<file path="src/rtl/reversi_pkg.sv">
// ============================================================================
// reversi_pkg : shared cell encodings, sequencer states, ray geometry
// Revision    : 1.0
// ============================================================================
`default_nettype none

package reversi_pkg;

    localparam logic [2:0] CELL_EMPTY = 3'b000;
    localparam logic [2:0] CELL_BLACK = 3'b111;
    localparam logic [2:0] CELL_WHITE = 3'b110;

    typedef enum logic [2:0] {
        IDLE  = 3'd0,
        CHECK = 3'd1,
        SCAN  = 3'd2,
        FLIP  = 3'd3,
        PLACE = 3'd4,
        DONE  = 3'd5
    } state_t;

    // Row/column steps for N, NE, E, SE, S, SW, W, NW.
    localparam logic signed [3:0] DIR_DR [0:7] =
        '{-4'sd1, -4'sd1, 4'sd0, 4'sd1, 4'sd1, 4'sd1, 4'sd0, -4'sd1};
    localparam logic signed [3:0] DIR_DC [0:7] =
        '{4'sd0, 4'sd1, 4'sd1, 4'sd1, 4'sd0, -4'sd1, -4'sd1, -4'sd1};

    function automatic logic [7:0] cell_offset(input logic [2:0] row,
                                               input logic [2:0] col);
        return {2'b00, row, col} * 8'd3;
    endfunction

endpackage

`default_nettype wire

</file>
<file path="src/rtl/ray_step.sv">
// ============================================================================
// ray_step : cell reached from an origin after dist steps along a direction
// Revision : 1.0
// ============================================================================
`default_nettype none

module ray_step
    import reversi_pkg::*;
(
    input  logic [2:0] i_origin_row,
    input  logic [2:0] i_origin_col,
    input  logic [2:0] i_dir,
    input  logic [3:0] i_dist,
    output logic       o_on_board,
    output logic [7:0] o_offset
);

    logic signed [5:0] w_row;
    logic signed [5:0] w_col;

    // Six-bit signed arithmetic so a step past any edge can never wrap back on.
    always_comb begin
        w_row = $signed({3'b000, i_origin_row})
              + 6'(DIR_DR[i_dir]) * $signed({2'b00, i_dist});
        w_col = $signed({3'b000, i_origin_col})
              + 6'(DIR_DC[i_dir]) * $signed({2'b00, i_dist});
    end

    assign o_on_board = (w_row[5:3] == 3'b000) && (w_col[5:3] == 3'b000);
    assign o_offset   = cell_offset(w_row[2:0], w_col[2:0]);

endmodule

`default_nettype wire

</file>
<file path="src/rtl/move_sequencer.sv">
// ============================================================================
// move_sequencer : walks the 8 rays of a reversi move and drives place writes
// Revision       : 1.0
// ============================================================================
`default_nettype none

module move_sequencer
    import reversi_pkg::*;
#(
    parameter int CELL_W = 3,
    parameter int N      = 8
)(
    input  logic                  clk,
    input  logic                  reset,
    input  logic                  move_valid,
    output logic                  move_ready,
    input  logic [2:0]            move_row,
    input  logic [2:0]            move_col,
    input  logic                  pass_req,
    input  logic [CELL_W*N*N-1:0] board,
    output logic                  place_enable,
    output logic [7:0]            place_index,
    output logic                  player_black,
    output logic                  move_done,
    output logic                  move_legal,
    output logic [4:0]            flip_count
);

    state_t      r_state;
    logic [2:0]  r_row;
    logic [2:0]  r_col;
    logic [2:0]  r_dir;
    logic [3:0]  r_dist;
    logic [3:0]  r_ptr;
    logic        r_place_enable;
    logic [7:0]  r_place_index;
    logic        r_player;
    logic        r_done;
    logic        r_legal;
    logic [4:0]  r_flip_count;

    logic        w_scan_on;
    logic [7:0]  w_scan_off;
    logic        w_flip_on;
    logic [7:0]  w_flip_off;
    logic [3:0]  w_flip_dist;
    logic [7:0]  w_origin_off;
    logic [2:0]  w_target_cell;
    logic [2:0]  w_scan_cell;
    logic        w_own;
    logic        w_opp;
    logic        w_last_dir;

    // Writes are registered, so the flip address is computed one disc ahead.
    assign w_flip_dist   = (r_state == FLIP) ? (r_ptr - 4'd1) : (r_dist - 4'd1);
    assign w_origin_off  = cell_offset(r_row, r_col);
    assign w_target_cell = board[w_origin_off +: CELL_W];
    assign w_scan_cell   = board[w_scan_off +: CELL_W];
    assign w_own         = w_scan_cell[2] && (w_scan_cell[0] == r_player);
    assign w_opp         = w_scan_cell[2] && (w_scan_cell[0] != r_player);
    assign w_last_dir    = (r_dir == 3'd7);

    ray_step u_scan_step (
        .i_origin_row (r_row),
        .i_origin_col (r_col),
        .i_dir        (r_dir),
        .i_dist       (r_dist),
        .o_on_board   (w_scan_on),
        .o_offset     (w_scan_off)
    );

    ray_step u_flip_step (
        .i_origin_row (r_row),
        .i_origin_col (r_col),
        .i_dir        (r_dir),
        .i_dist       (w_flip_dist),
        .o_on_board   (w_flip_on),
        .o_offset     (w_flip_off)
    );

    always_ff @(posedge clk or posedge reset) begin
        if (reset) begin
            r_state        <= IDLE;
            r_row          <= 3'd0;
            r_col          <= 3'd0;
            r_dir          <= 3'd0;
            r_dist         <= 4'd0;
            r_ptr          <= 4'd0;
            r_place_enable <= 1'b0;
            r_place_index  <= 8'd0;
            r_player       <= 1'b1;
            r_done         <= 1'b0;
            r_legal        <= 1'b0;
            r_flip_count   <= 5'd0;
        end else begin
            case (r_state)
                IDLE: begin
                    if (move_valid) begin
                        r_row        <= move_row;
                        r_col        <= move_col;
                        r_dir        <= 3'd0;
                        r_flip_count <= 5'd0;
                        r_legal      <= 1'b0;
                        r_state      <= CHECK;
                    end else if (pass_req) begin
                        r_player <= ~r_player;
                    end
                end
                CHECK: begin
                    if (w_target_cell[2]) begin
                        r_done  <= 1'b1;
                        r_legal <= 1'b0;
                        r_state <= DONE;
                    end else begin
                        r_dist  <= 4'd1;
                        r_state <= SCAN;
                    end
                end
                SCAN: begin
                    if (w_scan_on && w_opp) begin
                        r_dist <= r_dist + 4'd1;
                    end else if (w_scan_on && w_own && (r_dist > 4'd1)) begin
                        r_ptr          <= r_dist - 4'd1;
                        r_place_enable <= w_flip_on;
                        r_place_index  <= w_flip_off;
                        r_state        <= FLIP;
                    end else if (!w_last_dir) begin
                        r_dir  <= r_dir + 3'd1;
                        r_dist <= 4'd1;
                    end else if (r_flip_count != 5'd0) begin
                        r_place_enable <= 1'b1;
                        r_place_index  <= w_origin_off;
                        r_state        <= PLACE;
                    end else begin
                        r_done  <= 1'b1;
                        r_legal <= 1'b0;
                        r_state <= DONE;
                    end
                end
                FLIP: begin
                    r_flip_count <= r_flip_count + 5'd1;
                    if (r_ptr == 4'd1) begin
                        if (!w_last_dir) begin
                            r_place_enable <= 1'b0;
                            r_dir          <= r_dir + 3'd1;
                            r_dist         <= 4'd1;
                            r_state        <= SCAN;
                        end else begin
                            r_place_enable <= 1'b1;
                            r_place_index  <= w_origin_off;
                            r_state        <= PLACE;
                        end
                    end else begin
                        r_ptr          <= r_ptr - 4'd1;
                        r_place_enable <= w_flip_on;
                        r_place_index  <= w_flip_off;
                    end
                end
                PLACE: begin
                    r_place_enable <= 1'b0;
                    r_done         <= 1'b1;
                    r_legal        <= 1'b1;
                    r_state        <= DONE;
                end
                DONE: begin
                    r_done  <= 1'b0;
                    if (r_legal) begin
                        r_player <= ~r_player;
                    end
                    r_state <= IDLE;
                end
                default: r_state <= IDLE;
            endcase
        end
    end

    assign move_ready   = (r_state == IDLE);
    assign place_enable = r_place_enable;
    assign place_index  = r_place_index;
    assign player_black = r_player;
    assign move_done    = r_done;
    assign move_legal   = r_legal;
    assign flip_count   = r_flip_count;

endmodule

`default_nettype wire

</file>
<file path="config.mk">
export PLATFORM = sky130hd
export DESIGN_NAME = move_sequencer
export DESIGN_NICKNAME = d
export VERILOG_FILES = /design/src/rtl/reversi_pkg.sv /design/src/rtl/ray_step.sv /design/src/rtl/move_sequencer.sv
export SDC_FILE = /design/constraint.sdc
export NUM_CORES = 1
export LEC_CHECK = 0
export ABC_AREA = 0
export CELL_PAD_IN_SITES_DETAIL_PLACEMENT = 1
export CELL_PAD_IN_SITES_GLOBAL_PLACEMENT = 2
export CORE_ASPECT_RATIO = 0.8
export CORE_MARGIN = 2
export CORE_UTILIZATION = 31
export DETAILED_ROUTE_END_ITERATION = 16
export HOLD_SLACK_MARGIN = 0.1
export MAX_ROUTING_LAYER = met4
export PLACE_DENSITY = 0.82
export SETUP_SLACK_MARGIN = 0.15
export SLEW_MARGIN = 5
export SYNTH_ARGS = -nofsm -noshare
export SYNTH_HDL_FRONTEND = slang
export SYNTH_HIERARCHICAL = 1
export SYNTH_SLANG_ARGS = --single-unit
</file>
<file path="constraint.sdc">
create_clock -name clk -period 8.1 [get_ports clk]
set_clock_uncertainty 0.15 [all_clocks]
set_input_delay 0.81 -clock clk [delete_from_list [all_inputs] [get_ports clk]]
set_output_delay 0.81 -clock clk [all_outputs]
set_load 0.03 [all_outputs]
</file>
==> impl_metrics.ini, run 1 <==
[status]
outcome = complete, no violations

[clock_tree]
root_buffer = clkbuf_16
clock_sinks = 37
clk_path_buf_depth = 2
htree_levels = 2
holdBufCountCts = 0
cts.clk_slew.worst_paths_ns = 0.07
cts_tree = built
cts_buffers = 5
clock_latency_ns = 0.29

[route]
via_count = 8279
via_per_inst = 5.671
drt-total-wl_um = 33120
drt-pass1-iter-count = 4
drc = 0
post_drt_wl_per_cell_um = 22.69
drt_iter0_markers = 632
ant_nets = 0

[die]
boundaryPins = 220
rows = 54
start_util_pct = 31.45
die_area_mm2 = 0.02891
fp.dieW_um = 189.6
die_h_um = 152.5
core-area_mm2 = 0.02716

[timing]
hold_viol = 0
max_freq_mhz = 133.5
setup_ws_ns = 0.6085
rsz0062_at_grt = false
fin_crit_sh_pct = 92.49
worstMarginPinSlew_ns = 0.9488
tns_ns = 0
fin_crit_ns = 7.491
maxSlewHeadroom_pct = 36.74
slew_violations = 0
worst_hold_slack_ns = 0.3653
finalSetupViolCount = 0

[synthesis]
synthesis.nets = 1193
syn_area_mm2 = 0.008542
synth_top_cell_by_area = mux4_2
ys_types = 78
synthFlopType = dfrtp_1
async_flop_share_pct = 100.0
synth_edf_count = 0
ys_seq_area_share_pct = 10.85
ys_ff_latch = 37
ys_warn_count = 6
synthTopCellsByArea = mux4_2 (20%), dfrtp_1 (11%), ha_1 (10%), mux2i_1 (7.1%), fa_1 (6.1%)
synth_top_area_share_pct = 20.30
syn_avg_cell_area_um2 = 9.533
syn_inst = 896

[layout]
nNetsFinal = 1389
drive_above_1_share_pct = 15.92
area_growth_pct = 32.30
final_cells = 1460

[critical_path]
cp.required_ns = 8.13
critPathMostFrequentCell = inv_1
crit_chain = nor2_1, nor2_1, nand2_1, inv_1, ha_1, ha_1, fa_1, inv_1, fa_1, inv_1, fa_4, buf_4, mux4_2, a22oi_1, nand3_1, o21a_1, a222oi_1, buf_4, xor2_2, nand2_1, o2111ai_2, mux2_1
cp_data_arrival_time_ns = 7.52
max_stage_delay_ns = 1.11
critPathMaxFanout = 23
crit_type = register to register
startpoint_type = register
slowest_stage = fa_4
end_kind = register

[global_route]
grt.overflow.total = 0
grt_use_total_pct = 23.69
grt_max_degree = 62
grt_pass1_vias = 8573
grt_pass1_wl_um = 51600
antenna_found_initial = 3

[job]
cap_viol_max_count = 0

[place]
dp_cells = 1447
dp_hpwl_um = 27230
port_buffers = 219
gp_congestion = 0.8949
place_ws_ns = 0.3843

[min_path]
min_path_type = register to register
==> kinds of logic after synthesis <==
| group | Yosys count | share of synthesized area, % |
|---|---|---|
| AOI/OAI and AO/OA | 182 | 14.93 |
| xor gates and xnor gates | 44 | 5.244 |
| adders and majority gates | 95 | 16.20 |
| buffers and inverters | 133 | 6.591 |
| DFF | 37 | 10.85 |
| muxes | 175 | 32.33 |
| and+or+nand+nor | 230 | 13.86 |
==> synth_stat cells, types with 4 or more instances <==
library cell	count
or2b_1	4
nand3_1	18
o21ai_0	35
dfrtp_1	36
and2_1	18
o211ai_1	8
and2_2	6
mux2i_1	61
a221oi_1	6
buf_2	12
nor3_1	10
mux4_2	77
a211oi_1	5
xnor3_1	4
a21o_1	15
a21oi_1	33
and3_1	6
fa_1	26
o22ai_1	6
buf_6	4
clkbuf_1	26
nor2b_1	26
xor2_1	19
nand2b_1	12
buf_1	4
buf_4	5
inv_1	81
xnor2_1	20
o21a_1	4
nand2_1	59
a31o_2	4
ha_1	69
a31oi_1	6
nor2_1	44
a22oi_1	14
mux2_2	35
nand4_1	10
==> state kept, by name (all words and copies together) (netlist names) <==
name and cells:
r_dist 4, flip_count 5, r_col 3, player_black 1
move_done 1, place_index 8, place_enable 1, r_dir 3
move_legal 1, r_row 3, r_ptr 4, r_state 3
==> final timing paths <==
kind / startpoint / to / slack [ns] / cells after the start
min: place_index[4] / place_index[4] / 0.37 / 1
max: r_dir[1] / r_dir[0] / 0.61 / 22
min reg2reg: place_index[4] / place_index[4] / 0.37 / 1
min in group asynchronous: reset / r_row[2] / 0.81 / 3
max reg2reg: r_dir[1] / r_dir[0] / 0.61 / 22
max in group asynchronous: reset / player_black / 6.60 / 3
==> cells in the final DEF, fill, tap and decap left out, drive strengths merged, types with 5 or more instances in the layout <==
cell type,synthesis,final
nor2b,26,26
a221oi,6,6
dfrtp,36,36
a21o,15,15
o21ai,37,37
inv,81,82
fa,26,26
nand2b,12,12
a22oi,14,14
nand2,61,61
a21oi,34,34
xor2,20,20
clkbuf,26,5
clkdlybuf4s50,0,219
nor3,12,12
a211oi,5,5
ha,69,69
xnor2,20,20
mux2i,61,61
and3,8,8
mux4,77,77
o211ai,8,8
a31oi,7,7
buf,25,21
nand3,18,18
mux2,37,37
nand4,10,10
and2,24,24
o22ai,6,6
nor2,44,44
==> final cells by class <==
type	instances	area, um2
timing repair buffer	240	2370
sequential	37	927.1
inverter	82	307.8
clock buffer	5	125.1
tap	364	455.4
antenna	3	7.507
clock inverter	3	21.27
fill	3146	15860
multi-input combinational	726	7087
==> worst max-delay path, delay by kind of cell (launching register included) <==
family | cells | cell delay, ns
DFF | 1 | 0.66
AOI/OAI and AO/OA | 4 | 1.05
xor gates and xnor gates | 1 | 0.32
muxes | 2 | 0.73
and+or+nand+nor | 5 | 0.99
adders and majority gates | 5 | 2.61
buffers and inverters | 5 | 0.83
==> per-layer routing <==
metal	up-vias	GRT usage (%)	share of wire (%)	routed length (um)
met5	-	-	0	0
met3	27	3.938	6.1	2024
met2	310	34.87	45	14780
met1	4200	34.22	48	15790
met4	0	4.836	1.6	524
li1	3742	-	-	-
==> metrics by stage <==
stage / instance area [um2] / utilization [%]
finish: 11300 / 41.61
floorplan: 8542 / -
CTS: 11250 / 41.43
global placement: 11110 / 40.89
detailed placement: 11110 / 40.89
global route: 11300 / 41.61
==> what timing repair did <==
action	in CTS	in global routing
endpoints found under the setup margin	0	18
resized for setup	0	3
setup buffers	0	2
Power of run 1 is left out: the tool's default activity adds up to more than one toggle a clock period on the data nets, which glitch-free logic cannot reach.
==> inputs of run 2 (changes only) <==
SETUP_SLACK_MARGIN = default   (was 0.15)
==> run 2 against run 1 <==
  * Final cell count unchanged
  * Worst setup slack got worse by 0.11 ns
  * Critical endpoint unchanged
  * Via count decreased by 0.41%
  * Routed wire length about the same
  * Register-to-register slack got worse by 0.11 ns
  * Maximum frequency decreased by 1.4%
  * Global-route usage unchanged
==> impl_metrics.ini, run 2 (synthesized netlist as in run 1, its figures left out) <==
[clock_tree]
htree_levels = 2
cts.clk_slew.worst_paths_ns = 0.07
clock_sinks = 37
holdBufCountCts = 0
clk_path_buf_depth = 2
cts_buffers = 5
cts_tree = built
root_buffer = clkbuf_16
clock_latency_ns = 0.29

[route]
drt-total-wl_um = 33140
drc = 0
drt-pass1-iter-count = 6
drt_iter0_markers = 634
via_count = 8245
ant_nets = 0
via_per_inst = 5.647
post_drt_wl_per_cell_um = 22.70

[critical_path]
slowest_stage = nor2b_1
crit_chain = nor2_1, nor2_1, nand2_1, inv_1, ha_1, ha_1, fa_1, inv_1, fa_1, inv_1, fa_4, xor2_2, nor2b_1, a222oi_1, a211oi_1, a311oi_1, or4_1, a41oi_1, buf_4, nand2_1, o2111ai_2, mux2_1
r2r-end = r_dir[0]
crit_end = r_dir[0]
max_stage_delay_ns = 0.85
startpoint_type = register
cp-startpoint = r_dir[1]
critPathMaxFanout = 18
end_kind = register
reg2reg_from = r_dir[1]
crit_type = register to register
critPathMostFrequentCell = inv_1
path_depth = 22
cp_data_arrival_time_ns = 7.63
cp.required_ns = 8.13
path_delay_family = simple AND/OR/NAND/NOR gates
reg2reg_slack_ns = 0.50
cp_num_buf_inv = 4
worst_r2r_path_depth = 22

[global_route]
grt_max_degree = 62
grt_use_total_pct = 23.69
grt.overflow.total = 0
grt_pass1_vias = 8573
antenna_found_initial = 3
grt_pass1_wl_um = 51600

[timing]
rsz0062_at_grt = false
tns_ns = 0
slew_violations = 0
fin_crit_ns = 7.600
hold_viol = 0
worstMarginPinSlew_ns = 1.035
fin_crit_sh_pct = 93.83
worst_hold_slack_ns = 0.3653
max_freq_mhz = 131.6
finalSetupViolCount = 0
maxSlewHeadroom_pct = 30.87

[die]
die_h_um = 152.5
boundaryPins = 220
core-area_mm2 = 0.02716
fp.dieW_um = 189.6
start_util_pct = 31.45
rows = 54
die_area_mm2 = 0.02891

[layout]
area_growth_pct = 32.24
drive_above_1_share_pct = 15.74
nNetsFinal = 1389
final_common_cell = clkdlybuf4s50_1
final_cells = 1460
layout_common_cells = clkdlybuf4s50_1 (219), inv_1 (81), mux4_2 (77)
largest_reg_flops = 8
post-route-cell-area_mm2 = 0.01130

[status]
outcome = complete, no violations

[place]
gp_congestion = 0.8949
dp_hpwl_um = 27230
dpl_cell_area_mm2 = 0.01111
port_buffers = 219
dp_cells = 1447

[job]
cap_viol_max_count = 0

[min_path]
min_path_type = register to register
[run 2: worst min path at each step]
stage	from	end	depth (start not counted)
6_report	place_index[4]	place_index[4]	1
5_1_grt	place_index[4]	place_index[4]	1
4_1_cts	place_index[4]	place_index[4]	1
3_5_place_dp	place_index[4]	place_index[4]	1
3_3_place_gp	place_index[4]	place_index[4]	1
2_1_floorplan	r_ptr[1]	r_ptr[1]	1
[run 2: final cells by class]
| class | instances | area, um2 |
|---|---|---|
| well taps | 364 | 455.4 |
| fillers | 3146 | 15870 |
| diodes | 3 | 7.507 |
| clock buffers | 5 | 125.1 |
| flip-flops and latches | 37 | 927.1 |
| multi-input cells | 726 | 7082 |
| repair buffers | 240 | 2370 |
| inverters | 82 | 307.8 |
| clock inverters | 3 | 21.27 |
[run 2: what timing repair did]
item,4_1_cts,5_1_grt
setup endpoints to repair,0,14
endpoints found under the hold margin,0,0
resized for setup,0,1
setup buffers,0,2
[run 2: per-stage QoR]
| stage | setup slack (ns) | utilization [%] |
|---|---|---|
| finish | 0.4998 | 41.59 |
| global route | 0.02041 | 41.59 |
| CTS | 0.3809 | 41.43 |
| detailed placement | 0.3843 | 40.89 |
| global placement | 0.6040 | 40.89 |
| floorplan | 1.616 | - |
[run 2: routing by layer]
layer / track usage (%) / routed length [um] / part of all wire (%)
met2: 34.87 / 14860 / 45
met3: 3.938 / 2010 / 6.1
met5: - / 0 / 0
met1: 34.22 / 15690 / 47
met4: 4.836 / 577 / 1.7
Power of run 2 is left out for the same reason.
